==> src/rtl/delay_prog_edge.sv <==
// Counter-based programmable edge delay and glitch filter for the stepdown control loop.
// Delayed edges must persist for dly_q+1 cycles to reach o; shorter pulses are swallowed with a flt pulse.
module delay_prog_edge #(
  parameter int unsigned DLY_W       = 8,
  parameter int unsigned SYNC_STAGES = 2,
  parameter logic        RST_VAL     = 1'b0,
  parameter int unsigned DLY_RST     = 10,
  parameter logic [1:0]  MODE_RST    = 2'd0
) (
  input  logic             CELCLK,
  input  logic             CELRSTN,
  input  logic             CELV,
  input  logic             CELG,
  input  logic             CELSUB,
  input  logic             i,
  input  logic             cfg_ld,
  input  logic [DLY_W-1:0] dly_cfg,
  input  logic [1:0]       mode_cfg,
  output logic             o,
  output logic             busy,
  output logic             evt,
  output logic             flt
);

  typedef enum logic {IDLE = 1'b0, COUNT = 1'b1} state_t;

  localparam logic [1:0]       MODE_RISE   = 2'd0;
  localparam logic [1:0]       MODE_FALL   = 2'd1;
  localparam logic [1:0]       MODE_BOTH   = 2'd2;
  localparam logic [1:0]       MODE_BYPASS = 2'd3;
  localparam logic [DLY_W-1:0] CNT_ZERO    = {DLY_W{1'b0}};
  localparam logic [DLY_W-1:0] CNT_ONE     = DLY_W'(1);
  localparam logic [DLY_W-1:0] DLY_RST_V   = DLY_W'(DLY_RST);

  logic [SYNC_STAGES-1:0] sync_q, sync_d;
  logic [DLY_W-1:0]       dly_q, dly_d;
  logic [1:0]             mode_q, mode_d;
  logic [DLY_W-1:0]       cnt_q, cnt_d;
  state_t                 state_q, state_d;
  logic                   o_q, o_d;
  logic                   busy_q, busy_d;
  logic                   evt_q, evt_d;
  logic                   flt_q, flt_d;
  logic                   si_s;
  logic                   delayed_s;
  logic                   unused_pins_s;

  // Supply pins exist only for schematic compatibility.
  assign unused_pins_s = ^{CELV, CELG, CELSUB};
  assign si_s          = sync_q[SYNC_STAGES-1];

  // State, config and output registers.
  always_ff @(posedge CELCLK or negedge CELRSTN) begin
    if (!CELRSTN) begin
      sync_q  <= {SYNC_STAGES{RST_VAL}};
      dly_q   <= DLY_RST_V;
      mode_q  <= MODE_RST;
      cnt_q   <= CNT_ZERO;
      state_q <= IDLE;
      o_q     <= RST_VAL;
      busy_q  <= 1'b0;
      evt_q   <= 1'b0;
      flt_q   <= 1'b0;
    end else begin
      sync_q  <= sync_d;
      dly_q   <= dly_d;
      mode_q  <= mode_d;
      cnt_q   <= cnt_d;
      state_q <= state_d;
      o_q     <= o_d;
      busy_q  <= busy_d;
      evt_q   <= evt_d;
      flt_q   <= flt_d;
    end
  end

  // Edge classification, config capture and the IDLE/COUNT filter FSM.
  always_comb begin
    sync_d  = {sync_q[SYNC_STAGES-2:0], i};
    dly_d   = dly_q;
    mode_d  = mode_q;
    cnt_d   = cnt_q;
    state_d = state_q;
    o_d     = o_q;
    flt_d   = 1'b0;

    if (cfg_ld) begin
      dly_d  = dly_cfg;
      mode_d = mode_cfg;
    end else begin
      dly_d  = dly_q;
      mode_d = mode_q;
    end

    case (mode_q)
      MODE_RISE: delayed_s = si_s & ~o_q;
      MODE_FALL: delayed_s = ~si_s & o_q;
      MODE_BOTH: delayed_s = 1'b1;
      default:   delayed_s = 1'b0;
    endcase

    case (state_q)
      IDLE: begin
        if (si_s == o_q) begin
          state_d = IDLE;
        end else if (!delayed_s || (dly_q == CNT_ZERO)) begin
          o_d = si_s;
        end else begin
          // Loaded with dly_q-1 so expiry lands dly_q edges after the direct path.
          state_d = COUNT;
          cnt_d   = dly_q - CNT_ONE;
        end
      end
      COUNT: begin
        if (mode_q == MODE_BYPASS) begin
          o_d     = si_s;
          cnt_d   = CNT_ZERO;
          state_d = IDLE;
        end else if (si_s == o_q) begin
          flt_d   = 1'b1;
          cnt_d   = CNT_ZERO;
          state_d = IDLE;
        end else if (cnt_q == CNT_ZERO) begin
          o_d     = si_s;
          state_d = IDLE;
        end else begin
          cnt_d = cnt_q - CNT_ONE;
        end
      end
      default: begin
        cnt_d   = CNT_ZERO;
        state_d = IDLE;
      end
    endcase

    evt_d  = o_d ^ o_q;
    busy_d = (state_d == COUNT);
  end

  assign o    = o_q;
  assign busy = busy_q;
  assign evt  = evt_q;
  assign flt  = flt_q;

endmodule

==> config.mk <==
export PLATFORM = sky130hd
export DESIGN_NAME = delay_prog_edge
export DESIGN_NICKNAME = d
export VERILOG_FILES = /design/src/rtl/delay_prog_edge.sv
export SDC_FILE = /design/constraint.sdc
export NUM_CORES = 1
export LEC_CHECK = 0
export BUFFER_PORTS_ARGS = -buffer_cell sky130_fd_sc_hd__buf_2
export CORE_MARGIN = 2
export CORE_UTILIZATION = 45
export CTS_BUF_LIST = sky130_fd_sc_hd__clkbuf_8
export DETAILED_ROUTE_END_ITERATION = 7
export PLACE_DENSITY = 0.68
export SYNTH_ARGS = -nofsm -noshare
export SYNTH_HDL_FRONTEND = slang
export SYNTH_SLANG_ARGS = --single-unit
==> constraint.sdc <==
create_clock -name CELCLK -period 5.6 [get_ports CELCLK]
set_clock_uncertainty 0.05 [all_clocks]
set_input_delay 0.28 -clock CELCLK [delete_from_list [all_inputs] [get_ports CELCLK]]
set_output_delay 0.28 -clock CELCLK [all_outputs]
set_load 0.03 [all_outputs]
==> results of run 1 <==
-- through the flow --
step	hold WS [ps]	total power, W	utilization (%)	std cells
2_1_floorplan	-65.59	0.0004799	-	124
3_3_place_gp	230.9	0.0005284	51.12	169
3_5_place_dp	238.4	0.0005375	51.12	169
4_1_cts	60.46	0.0006393	53.14	174
5_1_grt	61.28	0.0006873	53.14	174
6_report	65.74	0.0006360	53.14	174
-- state kept, by name, summed over array words and instances (netlist names) --
| register | count |
|---|---|
| dly_q | 8 |
| flt | 1 |
| busy | 1 |
| cnt_q | 8 |
| mode_q | 2 |
| o | 1 |
| evt | 1 |
| sync_q | 2 |
-- what timing repair did --
action | 4_1_cts | 5_1_grt
hold buffers | 1 | 0
setup buffers | 0 | 0
resized for setup | 0 | 0
hold endpoints to repair | 22 | 0
-- layer usage --
layer,vias up,routed length (um),share of wire [%]
li1,484,-,-
met1,452,1100,47
met2,12,1127,48
met3,5,63,2.7
met4,0,51,2.2
met5,-,0,0
-- worst max-delay path: stages, from the launching register on --
cell and delay [ps]:
dfrtp_1 420, inv_1 60, ha_1 330, o311a_1 350, a221o_2 420, a221oi_1 250, a21oi_1 70
-- where the power goes --
group | total (W) | switching [W] | internal, W
sequential | 0.000270 | 0.0000461 | 0.000224
clock | 0.000101 | 0.0000523 | 0.0000490
combinational | 0.000265 | 0.000161 | 0.000104
total | 0.000636 | 0.000260 | 0.000376
-- logic make-up (layout without fill, tap and decap cells) --
family	count (synthesis)	count (layout)	share of synthesized area, %
fa+ha+maj	6	6	5.808
buf+inv	13	32	4.356
simple gates	32	32	14.52
flops	24	24	46.66
compound gates	34	34	16.94
xor+xnor	7	7	4.744
mux	8	8	6.970
-- area by class of cell --
cell class                 instances  area [um^2]  area share, %
multi-input combinational         87        633.1          43.58
inverter                          10        37.54          2.584
timing repair buffer              18        95.09          6.546
clock buffer                       3        41.29          2.842
tap                               31        38.79          2.670
sequential                        24        603.1          41.52
clock inverter                     1        3.754         0.2584
-- cell usage in the layout (no fill, tap or decap), types with 2 or more instances in the layout --
master / n
xnor2_1: 3
nor2_1: 11
o21ai_1: 2
buf_2: 17
inv_1: 11
nor4_1: 3
xor2_1: 4
dfstp_2: 2
o21ai_0: 13
nor3_1: 4
a32oi_1: 2
ha_1: 6
a21oi_1: 5
nand2_1: 4
clkbuf_8: 3
mux2_2: 8
a22oi_1: 2
dfrtp_1: 22
-- worst paths after layout --
check                      cells after the start   endpoint  slack, ps
min in group asynchronous                      2       busy        460
setup / recovery                               6   cnt_q[0]       3520
max in group asynchronous                      2   dly_q[3]       4670
setup reg to reg                               6   cnt_q[0]       3520
hold / removal                                 1  sync_q[0]         70
hold reg to reg                                0  sync_q[1]        310
==> impl_metrics.env, run 1 <==
export IMPL_async_flop_share_pct=100.0
export IMPL_die_w_um=57.59
export IMPL_synth_edf_count=0
export IMPL_ys_flop_type="dfrtp_1"
export IMPL_max_freq_ghz=0.4802
export IMPL_antenna_found_initial=0
export IMPL_initial_core_util_pct=47.28
export IMPL_outcome="finished, final reports clean"
export IMPL_ctsHtreeMaxLevel=1
export IMPL_die_area_um2=3317
export IMPL_drc=0
export IMPL_root_buffer="clkbuf_8"
export IMPL_rsz0062_at_grt="false"
export IMPL_top_usage_layer="met2"
export IMPL_worstPathArrival_ps=2180
export IMPL_worstSetupStartpointType="register"
export IMPL_min_delay_start="i"
export IMPL_synth_area_top_cells="dfrtp_1 43%, mux2_2 7.0%, ha_1 5.8%"
export IMPL_syn_avg_cell_area_um2=10.42
export IMPL_overflow=0
export IMPL_dp_slack_ps=3530
export IMPL_grt_max_degree=25
export IMPL_wire_per_inst_um=13.47
export IMPL_setup_viol=0
export IMPL_fin_nets=167
export IMPL_ios=21
export IMPL_setup_tns_ps=0
export IMPL_fin_area_um2=1453
export IMPL_use_met3_pct=2.721
export IMPL_required_ps=5700
export IMPL_critPathKind="reg2reg"
export IMPL_ant_nets=0
export IMPL_hold_class="in2reg"
export IMPL_max_cap_violations=0
export IMPL_synth_distinct_cells=39
export IMPL_numCtsBuffers=3
export IMPL_synth_common_cells="22 x dfrtp_1, 13 x o21ai_0, 11 x nor2_1"
export IMPL_met2_usage_pct=25.65
export IMPL_gr_usage_all_layers_pct=15.54
export IMPL_power_leakage_nw=0.6657
export IMPL_synthToLayoutAreaGrowth_pct=12.39
export IMPL_slew_headroom_pct=44.20
export IMPL_clockBufferDepth=2
export IMPL_core_area_um2=2734
export IMPL_ys_ff_latch=24
export IMPL_crit_fanout=16
export IMPL_dpl_hpwl_um=1789
export IMPL_firstDrtPassIters=4
export IMPL_drt_vias_per_instance=5.477
export IMPL_grt_pass1_wl_um=3919
export IMPL_power_density_nw_per_um2=437.8
export IMPL_fin_ws_ps=3518
export IMPL_antennaDiodeCount=0
export IMPL_fp_row_count=19
export IMPL_yosysMostFrequentCell="dfrtp_1"
export IMPL_endpoint_kind="register"
export IMPL_clk_pin_slew_ps=80
export IMPL_syn_instance_count=124
export IMPL_portBuffers=17
export IMPL_hold_viol=0
export IMPL_via_count=953
export IMPL_synth_warnings=0
export IMPL_netlist_area_um2=1292
export IMPL_period_needed_ps=2082
export IMPL_clk_latency_ps=270
export IMPL_peakVddDrop_mv=0.2820
export IMPL_ys_seq_area_share_pct=46.66
export IMPL_place_gp_congestion=0.8578
export IMPL_die_h_um=57.59
export IMPL_met1_usage_pct=19.47
export IMPL_synth_area_leader_cell="dfrtp_1"
export IMPL_clock_sinks=24
export IMPL_place_area_um2=1398
export IMPL_grt_pass1_vias=905
export IMPL_fillCellCount=247
export IMPL_synth_top_area_share_pct=42.59
export IMPL_fin_crit_sh_pct=37.19
export IMPL_slew_violations=0
export IMPL_synth_fp_nets=147
export IMPL_cts_tree="done"
export IMPL_worstMarginPinSlew_ps=829.4
export IMPL_rr_startpoint="o"
export IMPL_wl_um=2343
export IMPL_drtIter0Drc=21
export IMPL_critPathLaunch="o"
export IMPL_drive_above_1_share_pct=25.17
Power figures use the tool's default switching activity.
==> run 2, diff against run 1 <==
--- a/config.mk
+++ b/config.mk
@@ -10,7 +10,7 @@
 export CORE_UTILIZATION = 45
 export CTS_BUF_LIST = sky130_fd_sc_hd__clkbuf_8
 export DETAILED_ROUTE_END_ITERATION = 7
-export PLACE_DENSITY = 0.68
+export PLACE_DENSITY = 0.7
 export SYNTH_ARGS = -nofsm -noshare
 export SYNTH_HDL_FRONTEND = slang
 export SYNTH_SLANG_ARGS = --single-unit
==> constraint.sdc (replaced) <==
create_clock -name CELCLK -period 1.7 [get_ports CELCLK]
set_clock_uncertainty 0.05 [all_clocks]
set_input_delay 0.085 -clock CELCLK [delete_from_list [all_inputs] [get_ports CELCLK]]
set_output_delay 0.085 -clock CELCLK [all_outputs]
set_load 0.03 [all_outputs]
==> run 2 against run 1 <==
  * The run now ends with setup timing left
  * Clock-buffer cell count is the same
  * Cell count rose by 21%
  * Sequential share of layout area is 8.5 points lower
  * Power rose to 4.3 times the previous value
  * Via count rose by 26%
  * Worst setup slack lost 3700 ps
  * Die area stayed put
  * Flip-flop and latch count did not move
  * Critical path depth fell by 1
  * Combinational power grew to 5.2 times the previous value
  * Final area grew 26%
  * Maximum frequency grew 13%
  * Largest power group is now combinational cells
  * Highest routed layer unchanged
==> impl_metrics.env, run 2 (synthesized netlist as in run 1, its figures left out) <==
export IMPL_outcome="finished with violations"
export IMPL_violations="setup timing"
export IMPL_peakVddDrop_mv=0.8892
export IMPL_fin_crit_sh_pct=108.6
export IMPL_power_density_nw_per_um2=1488
export IMPL_endpoint_kind="register"
export IMPL_grt_max_degree=25
export IMPL_min_delay_start="dly_cfg[7]"
export IMPL_portBuffers=17
export IMPL_worstPathArrival_ps=1980
export IMPL_grt_pass1_wl_um=5292
export IMPL_drt_vias_per_instance=5.673
export IMPL_gr_usage_all_layers_pct=20.85
export IMPL_antenna_found_initial=0
export IMPL_die_w_um=57.59
export IMPL_slew_violations=0
export IMPL_antennaDiodeCount=0
export IMPL_ctsHtreeMaxLevel=1
export IMPL_overflow=0
export IMPL_worstMarginPinSlew_ps=520.1
export IMPL_place_gp_congestion=0.8815
export IMPL_layout_common_cells="26 x buf_4, 21 x dfrtp_1, 17 x buf_2"
export IMPL_clk_pin_slew_ps=90
export IMPL_postLayoutCoreUtil_pct=66.96
export IMPL_mostFrequentLayoutCell="buf_4"
export IMPL_power_w=0.002724
export IMPL_worstSetupStartpointType="register"
export IMPL_critPathLaunch="dly_q[4]"
export IMPL_dp_slack_ps=-198.3
export IMPL_clockBufferDepth=2
export IMPL_drtIter0Drc=64
export IMPL_numCtsBuffers=3
export IMPL_firstDrtPassIters=4
export IMPL_dp_cells=193
export IMPL_core_area_um2=2734
export IMPL_ios=21
export IMPL_wl_um=3184
export IMPL_reg_top3="cnt_q: 8 flops, dly_q: 8 flops"
export IMPL_rr_startpoint="dly_q[4]"
export IMPL_critPathKind="reg2reg"
export IMPL_required_ps=1840
export IMPL_period_needed_ps=1846
export IMPL_die_h_um=57.59
export IMPL_max_freq_ghz=0.5416
export IMPL_wire_per_inst_um=15.09
export IMPL_dr_wl_met2_um=1657
export IMPL_crit_fanout=8
export IMPL_ant_nets=0
export IMPL_synthToLayoutAreaGrowth_pct=41.63
export IMPL_wl_met3_um=219
export IMPL_rsz0062_at_grt="true"
export IMPL_clock_sinks=24
export IMPL_fillCellCount=195
export IMPL_via_count=1197
export IMPL_cts_tree="done"
export IMPL_fin_cells=211
export IMPL_grt_pass1_vias=1217
export IMPL_highest_layer="met4"
export IMPL_setup_viol=11
export IMPL_initial_core_util_pct=47.28
export IMPL_max_cap_violations=0
export IMPL_drc=0
export IMPL_hold_class="in2reg"
export IMPL_fin_ws_ps=-146.3
export IMPL_fp_row_count=19
export IMPL_fin_nets=204
export IMPL_hold_viol=0
export IMPL_dpl_hpwl_um=2055
export IMPL_wl_met1_um=1273
export IMPL_drive_above_1_share_pct=38.89
export IMPL_slew_headroom_pct=65.33
export IMPL_root_buffer="clkbuf_8"
export IMPL_die_area_um2=3317
export IMPL_clk_latency_ps=260
export IMPL_power_leakage_nw=0.8526
==> run 2: changes by cell type in the layout (fill, tap and decap cells not counted), moves of 2 or more <==
cell | before | now
dlygate4sd3_1 | 1 | 11
o21ai_1 | 2 | 10
buf_4 | 0 | 26
inv_1 | 11 | 9
o21ai_0 | 13 | 5
==> run 2: where the power goes <==
part / switching [W] / internal [W] / total (W)
sequential: 0.000118 / 0.000738 / 0.000856
combinational: 0.000749 / 0.000626 / 0.00138
clock: 0.000178 / 0.000315 / 0.000493
==> run 2: cell type report <==
type                       count  area, um^2  share of cell area [%]
multi-input combinational     88       688.2                   37.59
sequential                    24       604.3                   33.01
timing repair buffer          54       390.4                   21.33
clock buffer                   3       41.29                   2.256
tap                           31       38.79                   2.119
inverter                      10       37.54                   2.051
clock inverter                 1       30.03                   1.640
==> run 2: worst max-delay path, stage by stage, from the launching register on <==
cell and delay (ps):
dfrtp_1 390, or4_4 550, nor4b_4 290, a221o_2 310, a221oi_2 50, a21oi_1 120
==> run 2: timing repair <==
action / 4_1_cts / 5_1_grt
gates cloned: 1 / 0
resized for setup: 11 / 2
endpoints found under the hold margin: 31 / 1
setup buffers: 1 / 1
pin swaps: 8 / 3
endpoints found under the setup margin: 11 / 11
hold buffers: 10 / 1
==> run 2: per-layer routing <==
| metal | vias up | global-route usage, % |
|---|---|---|
| met1 | 573 | 24.09 |
| met2 | 57 | 36.36 |
| li1 | 563 | - |
| met4 | 0 | 10.63 |
| met3 | 4 | 4.082 |
| met5 | - | 0 |
==> run 2: stage by stage <==
| stage | setup TNS (ps) | hold slack (ps) | cell area (um^2) |
|---|---|---|---|
| 6_report | -1323 | 3.641 | 1831 |
| 5_1_grt | -2088 | 4.620 | 1831 |
| 4_1_cts | -1599 | 0.1559 | 1807 |
| 3_5_place_dp | -1667 | 37.51 | 1592 |
| 3_3_place_gp | -1134 | 30.59 | 1592 |
| 2_1_floorplan | -946.5 | -260.6 | 1306 |
==> run 2: final timing paths <==
path,endpoint,slack (ps),depth (start not counted)
max,cnt_q[0],-150,5
min,dly_q[7],4,2
max reg2reg,cnt_q[0],-150,5
min reg2reg,sync_q[1],310,0
max in group asynchronous,o,940,2
min in group asynchronous,cnt_q[1],280,2
==> run 3, diff against run 2 <==
==> constraint.sdc (replaced) <==
create_clock -name CELCLK -period 1.5 [get_ports CELCLK]
set_clock_uncertainty 0.05 [all_clocks]
set_input_delay 0.075 -clock CELCLK [delete_from_list [all_inputs] [get_ports CELCLK]]
set_output_delay 0.075 -clock CELCLK [all_outputs]
set_load 0.03 [all_outputs]
==> run 3 against run 2 <==
  * The flow finishes with violations (hold timing, setup timing)
  * Register-to-register slack got worse by 250 ps
  * Utilization up 1.5 points
  * Worst setup slack lost 250 ps
==> impl_metrics.env, run 3 (synthesized netlist as in run 1, its figures left out) <==
export IMPL_grt_pass1_wl_um=5223
export IMPL_wire_per_inst_um=13.80
export IMPL_drtIter0Drc=44
export IMPL_worstMarginPinSlew_ps=512.4
export IMPL_place_gp_congestion=0.8559
export IMPL_fin_crit_sh_pct=126.4
export IMPL_die_h_um=57.59
export IMPL_clockBufferDepth=2
export IMPL_ctsHtreeMaxLevel=1
export IMPL_hold_class="in2reg"
export IMPL_die_area_um2=3317
export IMPL_ios=21
export IMPL_initial_core_util_pct=47.28
export IMPL_portBuffers=17
export IMPL_worstPathArrival_ps=2040
export IMPL_p_int_w=0.001836
export IMPL_required_ps=1640
export IMPL_cts_tree="done"
export IMPL_rr_startpoint="dly_q[3]"
export IMPL_antennaDiodeCount=0
export IMPL_grt_max_degree=25
export IMPL_overflow=0
export IMPL_die_w_um=57.59
export IMPL_clk_pin_slew_ps=80
export IMPL_layout_common_cells="37 x buf_4, 21 x dfrtp_1, 17 x buf_2"
export IMPL_synthToLayoutAreaGrowth_pct=44.82
export IMPL_wl_um=3035
export IMPL_fin_cells=220
export IMPL_dpl_hpwl_um=2209
export IMPL_ant_nets=0
export IMPL_period_needed_ps=1896
export IMPL_firstDrtPassIters=4
export IMPL_rsz0062_at_grt="true"
export IMPL_place_area_um2=1689
export IMPL_clk_latency_ps=270
export IMPL_power_leakage_nw=0.8926
export IMPL_fin_ws_ps=-396.3
export IMPL_antenna_found_initial=0
export IMPL_hold_viol=1
export IMPL_power_switching_w=0.001212
export IMPL_peakVddDrop_mv=0.9704
export IMPL_p_sw_share_pct=39.76
export IMPL_power_density_nw_per_um2=1628
export IMPL_fillCellCount=200
export IMPL_crit_fanout=8
export IMPL_hold_ws_ps=-0.8127
export IMPL_critPathLaunch="dly_q[3]"
export IMPL_max_freq_ghz=0.5273
export IMPL_max_cap_violations=0
export IMPL_pwr_share_comb_pct=56.3
export IMPL_drt_vias_per_instance=5.477
export IMPL_dp_cells=205
export IMPL_drc=0
export IMPL_gr_usage_all_layers_pct=20.45
export IMPL_fin_area_um2=1872
export IMPL_pwr_share_clk_pct=12.8
export IMPL_mostFrequentLayoutCell="buf_4"
export IMPL_min_delay_start="dly_cfg[7]"
export IMPL_clock_sinks=24
export IMPL_dp_slack_ps=-397.3
export IMPL_reg_top3="cnt_q: 8 flops, dly_q: 8 flops"
export IMPL_fp_row_count=19
export IMPL_via_count=1205
export IMPL_slew_headroom_pct=65.84
export IMPL_numCtsBuffers=3
export IMPL_seqPwrFrac_pct=30.9
export IMPL_postLayoutCoreUtil_pct=68.47
export IMPL_critPathKind="reg2reg"
export IMPL_worstSetupStartpointType="register"
export IMPL_slew_violations=0
export IMPL_drive_above_1_share_pct=43.39
export IMPL_grt_pass1_vias=1222
export IMPL_core_area_um2=2734
export IMPL_fin_nets=213
export IMPL_violations="hold timing, setup timing"
export IMPL_endpoint_kind="register"
export IMPL_root_buffer="clkbuf_8"
export IMPL_setup_viol=11
export IMPL_outcome="finished with violations"
[run 3: changes by cell type in the layout (fill, tap and decap cells not counted), sizes merged]
cell and delta:
buf +11, inv +1, bufinv -1, dlygate4sd3 -2
[run 3: final timing paths]
path,endpoint,slack [ps],cells past startpoint
setup / recovery,cnt_q[0],-400,5
hold / removal,dly_q[7],-0.8,2
setup reg to reg,cnt_q[0],-400,5
hold reg to reg,sync_q[1],310,0
max in group asynchronous,o,770,2
min in group asynchronous,cnt_q[3],260,2
[run 3: routing by layer]
metal	vias to the layer above	share of wire (%)	global-route usage, %
li1	579	-	-
met1	583	41	24.45
met4	0	0.99	6.312
met2	38	53	37.18
met3	5	4.5	3.401
met5	-	0	0
[run 3: layout make-up]
| cell class | instances | area, um^2 | area share (%) |
|---|---|---|---|
| inverters | 10 | 37.54 | 2.005 |
| repair buffers | 63 | 452.9 | 24.20 |
| flip-flops and latches | 24 | 604.3 | 32.29 |
| multi-input cells | 88 | 693.2 | 37.03 |
| well taps | 31 | 38.79 | 2.072 |
| clock inverters | 1 | 3.754 | 0.2005 |
| clock buffers | 3 | 41.29 | 2.206 |
[run 3: repair_timing]
| item | in CTS | in global routing |
|---|---|---|
| hold buffers | 9 | 0 |
| pin swaps | 5 | 11 |
| setup endpoints to repair | 11 | 11 |
| cloned | 1 | 0 |
| resized for setup | 5 | 11 |
| endpoints found under the hold margin | 30 | 0 |
| buffers inserted | 0 | 1 |
[run 3: power by group through the flow]
stage | clock (W) | combinational [W] | sequential [W]
6_report | 0.000390 | 0.00172 | 0.000943
5_1_grt | 0.000411 | 0.00188 | 0.000967
4_1_cts | 0.000389 | 0.00162 | 0.000943
3_5_place_dp | 0 | 0.00152 | 0.000951
3_3_place_gp | 0 | 0.00146 | 0.000943
2_1_floorplan | 0 | 0.000748 | 0.00108
[run 3: per-stage QoR]
step / setup TNS, ps / power (W)
floorplan: -2872 / 0.001830
global placement: -3157 / 0.002403
detailed placement: -3666 / 0.002472
CTS: -3477 / 0.002950
global route: -4661 / 0.003262
finish: -3809 / 0.003048
[run 3: worst max-delay path, stage by stage (launching register included)]
cell	delay (ps)
dfstp_2	380
or4_4	560
nor4b_4	330
a221o_2	320
a221oi_2	50
a21oi_1	130
